### src/rtl/vid_timing_gen.sv
`default_nettype none
// ============================================================================
// Module   : vid_timing_gen
// Purpose  : Programmable raster timing generator with a small write-only
//            register bus. Produces sync/blank timing, a per-line fetch
//            request with its start address, and a frame-start pulse.
// Ports    : clk, reset       - clock, synchronous active-high reset
//            selin, cmdin,
//            addrdatain       - bus request (offset cycle, then data cycle)
//            cmdout           - 3'b101 for one clk as the write response
//            hsync, vsync     - sync outputs, polarity selectable in CR
//            hblank, vblank   - active-high blanking
//            line_req,
//            line_addr        - fetch request and start address of next line
//            frame_start      - one-clk pulse at pixel (0,0)
// Revision : 1.0 - initial release
// ============================================================================
module vid_timing_gen #(
    parameter int CNT_W  = 13,
    parameter int PCNT_W = 6,
    parameter int ADDR_W = 32
) (
    input  logic              clk,
    input  logic              reset,
    input  logic              selin,
    input  logic [2:0]        cmdin,
    input  logic [31:0]       addrdatain,
    output logic [2:0]        cmdout,
    output logic              hsync,
    output logic              vsync,
    output logic              hblank,
    output logic              vblank,
    output logic              line_req,
    output logic [ADDR_W-1:0] line_addr,
    output logic              frame_start
);

    localparam logic [2:0] c_CMD_WRITE = 3'b100;
    localparam logic [2:0] c_CMD_RESP  = 3'b101;

    // Register selects decoded once, on the request cycle
    localparam logic [2:0] c_SEL_CR   = 3'd0;
    localparam logic [2:0] c_SEL_H1   = 3'd1;
    localparam logic [2:0] c_SEL_H2   = 3'd2;
    localparam logic [2:0] c_SEL_V1   = 3'd3;
    localparam logic [2:0] c_SEL_V2   = 3'd4;
    localparam logic [2:0] c_SEL_BASE = 3'd5;
    localparam logic [2:0] c_SEL_LINC = 3'd6;
    localparam logic [2:0] c_SEL_NONE = 3'd7;

    typedef enum logic [1:0] {
        S_IDLE = 2'd0,
        S_DATA = 2'd1,
        S_RESP = 2'd2
    } bus_state_t;

    bus_state_t r_state, w_state_nxt;
    logic [2:0] r_wsel, w_sel_dec;
    logic       w_req, w_wr;

    // ------------------------------------------------------------------ bus
    assign w_req = selin && (cmdin == c_CMD_WRITE);
    assign w_wr  = (r_state == S_DATA);

    always_comb begin
        case (addrdatain)
            32'h0000_0000: w_sel_dec = c_SEL_CR;
            32'h0000_0028: w_sel_dec = c_SEL_H1;
            32'h0000_0030: w_sel_dec = c_SEL_H2;
            32'h0000_0038: w_sel_dec = c_SEL_V1;
            32'h0000_0040: w_sel_dec = c_SEL_V2;
            32'h0000_0048: w_sel_dec = c_SEL_BASE;
            32'h0000_0050: w_sel_dec = c_SEL_LINC;
            default:       w_sel_dec = c_SEL_NONE;
        endcase
    end

    always_comb begin
        w_state_nxt = r_state;
        case (r_state)
            S_IDLE:  if (w_req) w_state_nxt = S_DATA;
            S_DATA:  w_state_nxt = S_RESP;
            S_RESP:  w_state_nxt = S_IDLE;
            default: w_state_nxt = S_IDLE;
        endcase
    end

    always_ff @(posedge clk) begin
        if (reset) begin
            r_state <= S_IDLE;
            r_wsel  <= c_SEL_NONE;
        end else begin
            r_state <= w_state_nxt;
            if (r_state == S_IDLE && w_req)
                r_wsel <= w_sel_dec;
        end
    end

    assign cmdout = (r_state == S_RESP) ? c_CMD_RESP : 3'b000;

    // ------------------------------------------------- programmed registers
    logic              r_en, r_hpol, r_vpol;
    logic [PCNT_W-1:0] r_pcnt;
    logic [CNT_W-1:0]  r_hend, r_hsize, r_hse, r_hss;
    logic [CNT_W-1:0]  r_vend, r_vsize, r_vse, r_vss;
    logic [ADDR_W-1:0] r_base, r_lineinc;
    logic [CNT_W-1:0]  w_lo, w_hi;
    logic              w_unused;

    assign w_lo = addrdatain[CNT_W-1:0];
    assign w_hi = addrdatain[13 +: CNT_W];
    // Only some data bits map to fields; the rest are deliberately dropped
    assign w_unused = &{1'b0, addrdatain, 1'b0};

    always_ff @(posedge clk) begin
        if (reset) begin
            r_en    <= 1'b0;  r_hpol  <= 1'b0;  r_vpol <= 1'b0;  r_pcnt <= '0;
            r_hend  <= '0;    r_hsize <= '0;    r_hse  <= '0;    r_hss  <= '0;
            r_vend  <= '0;    r_vsize <= '0;    r_vse  <= '0;    r_vss  <= '0;
            r_base  <= '0;    r_lineinc <= '0;
        end else if (w_wr) begin
            case (r_wsel)
                c_SEL_CR: begin
                    r_en   <= addrdatain[3];
                    r_pcnt <= addrdatain[4 +: PCNT_W];
                    r_hpol <= addrdatain[10];
                    r_vpol <= addrdatain[11];
                end
                c_SEL_H1:   begin r_hend <= w_lo; r_hsize <= w_hi; end
                c_SEL_H2:   begin r_hse  <= w_lo; r_hss   <= w_hi; end
                c_SEL_V1:   begin r_vend <= w_lo; r_vsize <= w_hi; end
                c_SEL_V2:   begin r_vse  <= w_lo; r_vss   <= w_hi; end
                c_SEL_BASE: r_base    <= addrdatain[ADDR_W-1:0];
                c_SEL_LINC: r_lineinc <= addrdatain[ADDR_W-1:0];
                default:    ;
            endcase
        end
    end

    // ------------------------------------------------------ timing core
    logic [CNT_W-1:0]  r_sh_hend, r_sh_hsize, r_sh_hse, r_sh_hss;
    logic [CNT_W-1:0]  r_sh_vend, r_sh_vsize, r_sh_vse, r_sh_vss;
    logic [ADDR_W-1:0] r_sh_lineinc, r_acc, w_next_addr;
    logic [PCNT_W-1:0] r_div;
    logic [CNT_W-1:0]  r_hcnt, r_vcnt, w_vnext;
    logic              r_tick_q;
    logic              w_tick, w_hwrap, w_vwrap, w_frame_wrap, w_line_req;

    // >= rather than == so a smaller pcnt written mid-count cannot overrun
    assign w_tick       = r_en && (r_div >= r_pcnt);
    assign w_hwrap      = (r_hcnt == r_sh_hend);
    assign w_vwrap      = (r_vcnt == r_sh_vend);
    assign w_frame_wrap = w_tick && w_hwrap && w_vwrap;
    assign w_vnext      = w_vwrap ? '0 : r_vcnt + 1'b1;

    // r_tick_q marks the first clk with freshly advanced counters, so the
    // fetch request lines up with the registered hblank rising edge.
    assign w_line_req  = r_tick_q && (r_hcnt == r_sh_hsize) && (w_vnext < r_sh_vsize);
    // Line 0 of the next frame uses the base that the accumulator will
    // load at the frame wrap.
    assign w_next_addr = w_vwrap ? r_base : r_acc + r_sh_lineinc;

    always_ff @(posedge clk) begin
        if (reset || !r_en) begin
            r_div    <= '0;
            r_hcnt   <= '0;
            r_vcnt   <= '0;
            r_tick_q <= 1'b0;
        end else begin
            r_tick_q <= w_tick;
            r_div    <= w_tick ? '0 : r_div + 1'b1;
            if (w_tick) begin
                r_hcnt <= w_hwrap ? '0 : r_hcnt + 1'b1;
                if (w_hwrap)
                    r_vcnt <= w_vnext;
            end
        end
    end

    // While disabled the shadows follow the programmed set, so they hold
    // exactly that set on the first enabled clk. The accumulator doubles
    // as the active copy of base (current line start address).
    always_ff @(posedge clk) begin
        if (reset) begin
            r_sh_hend <= '0;  r_sh_hsize <= '0;  r_sh_hse <= '0;  r_sh_hss <= '0;
            r_sh_vend <= '0;  r_sh_vsize <= '0;  r_sh_vse <= '0;  r_sh_vss <= '0;
            r_sh_lineinc <= '0;
            r_acc        <= '0;
        end else if (!r_en || w_frame_wrap) begin
            r_sh_hend <= r_hend;  r_sh_hsize <= r_hsize;
            r_sh_hse  <= r_hse;   r_sh_hss   <= r_hss;
            r_sh_vend <= r_vend;  r_sh_vsize <= r_vsize;
            r_sh_vse  <= r_vse;   r_sh_vss   <= r_vss;
            r_sh_lineinc <= r_lineinc;
            r_acc        <= r_base;
        end else if (w_tick && w_hwrap) begin
            r_acc <= r_acc + r_sh_lineinc;
        end
    end

    // ------------------------------------------------------ output stage
    always_ff @(posedge clk) begin
        if (reset) begin
            hblank      <= 1'b1;
            vblank      <= 1'b1;
            hsync       <= 1'b0;
            vsync       <= 1'b0;
            line_req    <= 1'b0;
            frame_start <= 1'b0;
            line_addr   <= '0;
        end else if (!r_en) begin
            hblank      <= 1'b1;
            vblank      <= 1'b1;
            hsync       <= r_hpol;
            vsync       <= r_vpol;
            line_req    <= 1'b0;
            frame_start <= 1'b0;
        end else begin
            hblank      <= (r_hcnt >= r_sh_hsize);
            vblank      <= (r_vcnt >= r_sh_vsize);
            hsync       <= ((r_hcnt >= r_sh_hss) && (r_hcnt < r_sh_hse)) ^ r_hpol;
            vsync       <= ((r_vcnt >= r_sh_vss) && (r_vcnt < r_sh_vse)) ^ r_vpol;
            line_req    <= w_line_req;
            frame_start <= w_tick && (r_hcnt == '0) && (r_vcnt == '0);
            if (w_line_req)
                line_addr <= w_next_addr;
        end
    end

endmodule
`default_nettype wire

### config.mk
export PLATFORM = sky130hd
export DESIGN_NAME = vid_timing_gen
export DESIGN_NICKNAME = d
export VERILOG_FILES = /design/src/rtl/vid_timing_gen.sv
export SDC_FILE = /design/constraint.sdc
export NUM_CORES = 1
export LEC_CHECK = 0
export BUFFER_PORTS_ARGS = -buffer_cell sky130_fd_sc_hd__buf_2
export CORE_MARGIN = 2
export CORE_UTILIZATION = 40
export DETAILED_ROUTE_END_ITERATION = 6
export PLACE_DENSITY_LB_ADDON = 0.1
export SETUP_SLACK_MARGIN = 0.02
export SLEW_MARGIN = 20
export SYNTH_ARGS = -nofsm -noshare
export SYNTH_HDL_FRONTEND = slang
export SYNTH_SLANG_ARGS = --single-unit
### constraint.sdc
create_clock -name clk -period 7.25 [get_ports clk]
set_input_delay 0.725 -clock clk [delete_from_list [all_inputs] [get_ports clk]]
set_output_delay 0.725 -clock clk [all_outputs]
set_load 0.05 [all_outputs]
Yosys cells after proc, flatten, opt, wreduce, memory -nomap -nowiden
Cells that the tools add are included.
{"block": "op_classes", "addsub": 4, "n_mul": 0, "n_div": 0, "magnitude_cmp": 8, "eq_ne": 19, "n_shift": 0, "n_mux": 11, "bitwise_logic": 3, "reduce_logical": 31}
{"op": "$eq A32 B6 Y1 const B", "n": 3}
{"op": "$eq A32 B7 Y1 const B", "n": 3}
{"op": "$mux W32", "n": 3}
{"op": "$ge A13 B13 Y1", "n": 4}
{"op": "$eq A13 B13 Y1", "n": 3}
{"op": "$lt A13 B13 Y1", "n": 3}
{"op": "$add A32 B32 Y32", "n": 1}
{"op": "$logic_not A32 Y1", "n": 1}
{"op": "$add A13 B1 Y13 const B", "n": 2}
{"op": "$logic_not A13 Y1", "n": 2}
{"op": "$mux W13", "n": 2}
{"op": "$pmux W3 S7", "n": 1}
{"op": "$reduce_and A2 Y1", "n": 9}
{"op": "$eq A3 B3 Y1 const B", "n": 4}
{"op": "$logic_and A1 B1 Y1", "n": 11}
{"op": "$add A6 B1 Y6 const B", "n": 1}
{"op": "$eq A3 B2 Y1 const B", "n": 2}
{"op": "$ge A6 B6 Y1", "n": 1}
{"op": "$pmux W2 S2", "n": 1}
{"op": "$reduce_or A2 Y1", "n": 2}
{"op": "$eq A3 B1 Y1 const B", "n": 1}
{"op": "$logic_not A3 Y1", "n": 1}
{"op": "$mux W3", "n": 1}
{"op": "$eq A2 B1 Y1 const B", "n": 1}
{"op": "other kinds (10)", "n": 13}
{"block": "totals", "regBits": 421, "latch_bits": 0, "ramBits": 0, "mem_bits_ro": 0, "input_bits": 38, "output_inout_bits": 41, "elab_cells": 113, "memories": 0}

Logic depth before layout (Yosys ltp)
{"block": "depth", "word_depth": 6, "ltp_mapped": 19, "mapped_depth_nobuf": 17}

Worst setup path after synthesis
No wires, ideal clock.
{"block": "synth_timing", "path_type": "register to register", "from": "register r_vcnt[2]", "to": "register line_addr[19]", "setup_time_ns": 0.128, "t_arrival_ns": 3.858, "required_time_ns": 7.122, "path_slack_ns": 3.264, "stages_incl_launch_ff": 20, "path_buffers": 4, "period_less_slack_ns": 3.986, "cell_sequence": "dfxtp_1 buf_2 xor2_1 nor4_1 nand4_1 nor4_1 buf_2 buf_2 nor2_1 ha_1 a21oi_1 o2111ai_1 or4_1 nor4_1 o31ai_1 o22ai_2 buf_2 o211ai_1 o21ai_0 nor2_1"}
{"block": "synth_between", "elab_chain_cells": 5, "elab_cells_between_ends": 7, "cone_classes": "add/sub (1); order compare (1); eq/ne (1); mux (2); reduce/logical (2)"}
{"element": "start: declaration", "line": "145", "text": "logic [CNT_W-1:0] r_hcnt, r_vcnt, w_vnext;"}
{"element": "start signal: assignment", "line": "175", "text": "r_vcnt <= w_vnext;"}
{"element": "$add A13 B1 Y13 or $eq A13 B13 Y1 (tied branches)", "line": "154, 152"}
{"element": "$mux W13 *", "line": "154", "text": "assign w_vnext = w_vwrap ? '0 : r_vcnt + 1'b1;"}
{"element": "via w_vnext[11]", "line": "145"}
{"element": "$lt A13 B13 Y1 *", "line": "158", "text": "assign w_line_req = r_tick_q && (r_hcnt == r_sh_hsize) && (w_vnext < r_sh_vsize);"}
{"element": "$logic_and A1 B1 Y1 *", "line": "158"}
{"element": "$reduce_and A2 Y1 (no line) *"}
{"element": "end signal: assignment", "line": "226", "text": "line_addr <= w_next_addr;"}
{"element": "end: declaration", "line": "34", "text": "output logic [ADDR_W-1:0] line_addr,"}
Mark *: on every way through the listed nets, which the timed path passes. The rest lies on a longest branch.
A chain may end at the register's enable or synchronous reset.

Worst setup path after layout
{"block": "layout_timing", "from": "register r_vcnt[2]", "to": "register line_addr[11]"}
{"block": "layout_between", "elab_chain_cells": 5, "elab_cells_between_ends": 7, "cone_classes": "add/sub (1); order compare (1); eq/ne (1); mux (2); reduce/logical (2)"}
{"element": "$eq A13 B13 Y1", "line": "152", "text": "assign w_vwrap = (r_vcnt == r_sh_vend);"}
{"element": "$mux W13", "line": "154"}
{"element": "via w_vnext[1]", "line": "145"}
{"element": "$lt A13 B13 Y1", "line": "158"}
{"element": "$logic_and A1 B1 Y1", "line": "158"}
{"element": "$reduce_and A2 Y1 (no line)"}
The timed path passes the listed nets, and every way through them passes these cells.

==> out/qor.txt <==
slew margin rel. = 0.215
Final ANT Viol Nets = 0
synthesized flop and latch total = 421
post-CTS sizing = 0
H-tree Lvls = 2
Storage cell area = 8430 µm²
area grow syn2layout = 12.3%
max_cap viols = 0
Hold Vio Cnt, Final = 0
maximum vdd drop = 0.000140 V
Post-Synthesis Cells = 2,544
Yosys top cell by area = dfxtp_1
Core Box Area = 49,100 µm²
Fin Setup TNS = 0 ns
top post-synthesis cells by area = dfxtp_1 (42%), nand2_1 (14%), a21oi_1 (9.4%)
share of the yosys chip area belonging to registers = 0.422
Die Wd = 227 µm
power density cells = 221 nW/µm²
total track usage = 0.247
mux share of post-synthesis cell area = 0.0177
Async SR Flop Fraction = 0
Power, Total = 4950 µW
IO Count = 79
hold_sp = addrdatain[28]
CTS root buf = clkbuf_16
CP Launch Type = register
RD Place Congestion = 0.931
Worst-Skew Late Latency = 0.58 ns
RSZ-0062 raised after global routing = false
vias = 17,100
Final Core Density = 0.457
Mapped Nets = 2,713
count leader, synth = nand2_1
Synth Area in Simple Gates = 0.211
critical path arrival = 5.38 ns
Final period util = 0.675
Final #Nets = 2,696
largest family of logic cells by synthesized area = simple AND/OR/NAND/NOR gates
largest net degree at the start of global routing = 194
syn_area_per_cell = 7.85 µm²
fill count = 4,975
Max Slew Vio Count = 0
wirelength, routed = 63,500 µm
worst path required time = 7.74 ns
Final setup viols = 0
top_reg_cell synth = dfxtp_1
diodes inserted = 0
CTS max path bufs = 3
vias per cell = 5.30
complex-gate fraction of the synthesized area = 0.176
Post-Synth XOR/XNOR Area = 0.0362
status = finished clean
crit end category = register
Starting Density = 0.407
Slew @ Worst Pin = 1.17 ns
count of routing violations after the opening detailed-route iteration = 1,396
detailed placement HPWL = 41,500 µm
adder-cell area share of the yosys netlist = 0.0825
YS warnings = 0
Site Rows = 81
DR WL/cell = 19.7 µm
CTS Buf Count = 47
DRC = 0
# Post-CTS Setup Buffers = 0
crit path kind = register to register
CP Max Fanout = 54
Worst-path clk slew = 0.06 ns
Hold-fix buffers, CTS = 0
fmax = 204 MHz
Die Span Y = 227 µm
clk sinks = 421
Final Critical Period = 4.89 ns
full die area = 51,700 µm²
TritonRoute pass-1 iters = 5
total grt overflow = 0
worst min path class = input port to register
top cell type's share of synthesized area = 0.422
CTS tree = done
Setup Skew = 0.0140 ns
multi-input logic area = 10,500 µm²
Synth cell types = 68
initial antenna violation count = 1
P_leak = 0.00830 µW
Post-synth EDFFs = 0
number of port buffers = 77
vias in the first global route = 16,100
Post-synth top cells = nand2_1 (721), dfxtp_1 (421), a21oi_1 (373)
layout cells sized above 1 = 0.0812
RR Startpoint = r_vcnt[2]$_SDFFE_PP0P_
first-pass GRT wire length = 97,300 µm
Crit. Startpoint = r_vcnt[2]$_SDFFE_PP0P_
Post-Syn Area = 20,000 µm²
==> kinds of logic (layout without fill, tap and decap cells) <==
group | count (synthesis) | in the layout
xor gates and xnor gates | 81 | 81
AOI/OAI and AO/OA | 596 | 596
buffers and inverters | 264 | 283
adders and majority gates | 131 | 131
DFF | 421 | 421
and+or+nand+nor | 1015 | 1015
muxes | 35 | 35
other | 1 | 1
==> registers in the layout, indices dropped and copies added, names as in the netlist, 32 cells and up <==
signal	flops
r_lineinc	32
r_acc	32
r_sh_lineinc	32
r_base	32
line_addr	32
==> worst paths after layout <==
check / slack, ns / cells after the start / to
worst max register to register: 2.36 / 16 / line_addr[11]$_SDFFE_PP0P_
worst max-delay path: 2.36 / 16 / line_addr[11]$_SDFFE_PP0P_
worst min-delay path: 0.42 / 3 / r_lineinc[28]$_SDFFE_PP0P_
worst min register to register: 0.45 / 2 / r_sh_vss[6]$_SDFFE_PP0P_
==> area by class of cell <==
class                           instances  share of cell area
Clock buffer                           73              0.0668
Timing Repair Buffer                   99              0.0270
Clock inverter                         12             0.00726
Sequential cell                       421               0.376
Tap cell                              664              0.0371
Inverter                               99              0.0166
Multi-Input combinational cell       1859               0.469
==> per-layer routing <==
| layer | global-route usage | up-vias | part of all wire | routed length, µm |
|---|---|---|---|---|
| li1 | - | 8536 | - | - |
| met1 | 0.342 | 8172 | 0.47 | 30000 |
| met2 | 0.411 | 325 | 0.47 | 29800 |
| met3 | 0.0327 | 65 | 0.043 | 2730 |
| met4 | 0.0493 | 0 | 0.016 | 1030 |
| met5 | 0 | - | 0 | 0 |
==> power breakdown <==
part	leakage [µW]	switching (µW)	total [µW]	internal (µW)
Sequential	0.00339	0.478	2310	2310
Combinational	0.00408	87.4	101	14.1
Clock	0.000824	983	2540	1550
==> layout by cell type (no fill, tap or decap), drive strengths merged, types with 4 or more instances in the layout <==
cell,synthesis,final
o21ai,49,49
inv,99,99
o31ai,6,6
nor4,22,22
nand2b,15,15
nor3,15,15
and2,7,7
nor2,133,133
xor2,36,36
dfxtp,421,421
nand3b,6,6
mux2i,32,32
o21bai,4,4
a21oi,373,373
bufinv,0,4
a211oi,36,36
a311oi,15,15
clkinv,0,7
o211ai,15,15
ha,130,130
xnor2,44,44
and3,14,14
nand4,18,18
nor2b,14,14
a32o,11,11
nand2,722,722
or2,4,4
a31oi,10,10
buf,41,99
clkbuf,124,73
a21o,32,32
or3,8,8
o2111ai,4,4
o21a,10,10
nand3,26,26
a2111oi,5,5
==> worst max-delay path: stages, from the launching register on <==
cell      delay (ns)
dfxtp_1         0.59
xor2_1          0.12
nor4_1          0.28
nand4_1         0.15
nor4_2          0.27
buf_4           0.23
buf_4           0.59
nor2b_1         0.16
ha_1            0.32
nand4_1         0.18
nor2_1          0.09
nor4_1          0.27
o31ai_1         0.16
o22ai_4         0.68
buf_4           0.39
nor2_1          0.07
a211oi_1        0.21
==> stage by stage <==
step	setup WS, ns	area, µm²	hold slack [ns]	std cells
finish	2.36	22400	0.418	3227
global route	1.86	22400	0.400	3227
CTS	2.29	22400	0.389	3226
detailed placement	2.35	20700	0.443	3141
global placement	2.40	20700	0.436	3141
floorplan	3.26	20000	0.430	2544
No activity file was read; power rests on OpenSTA's default activity.
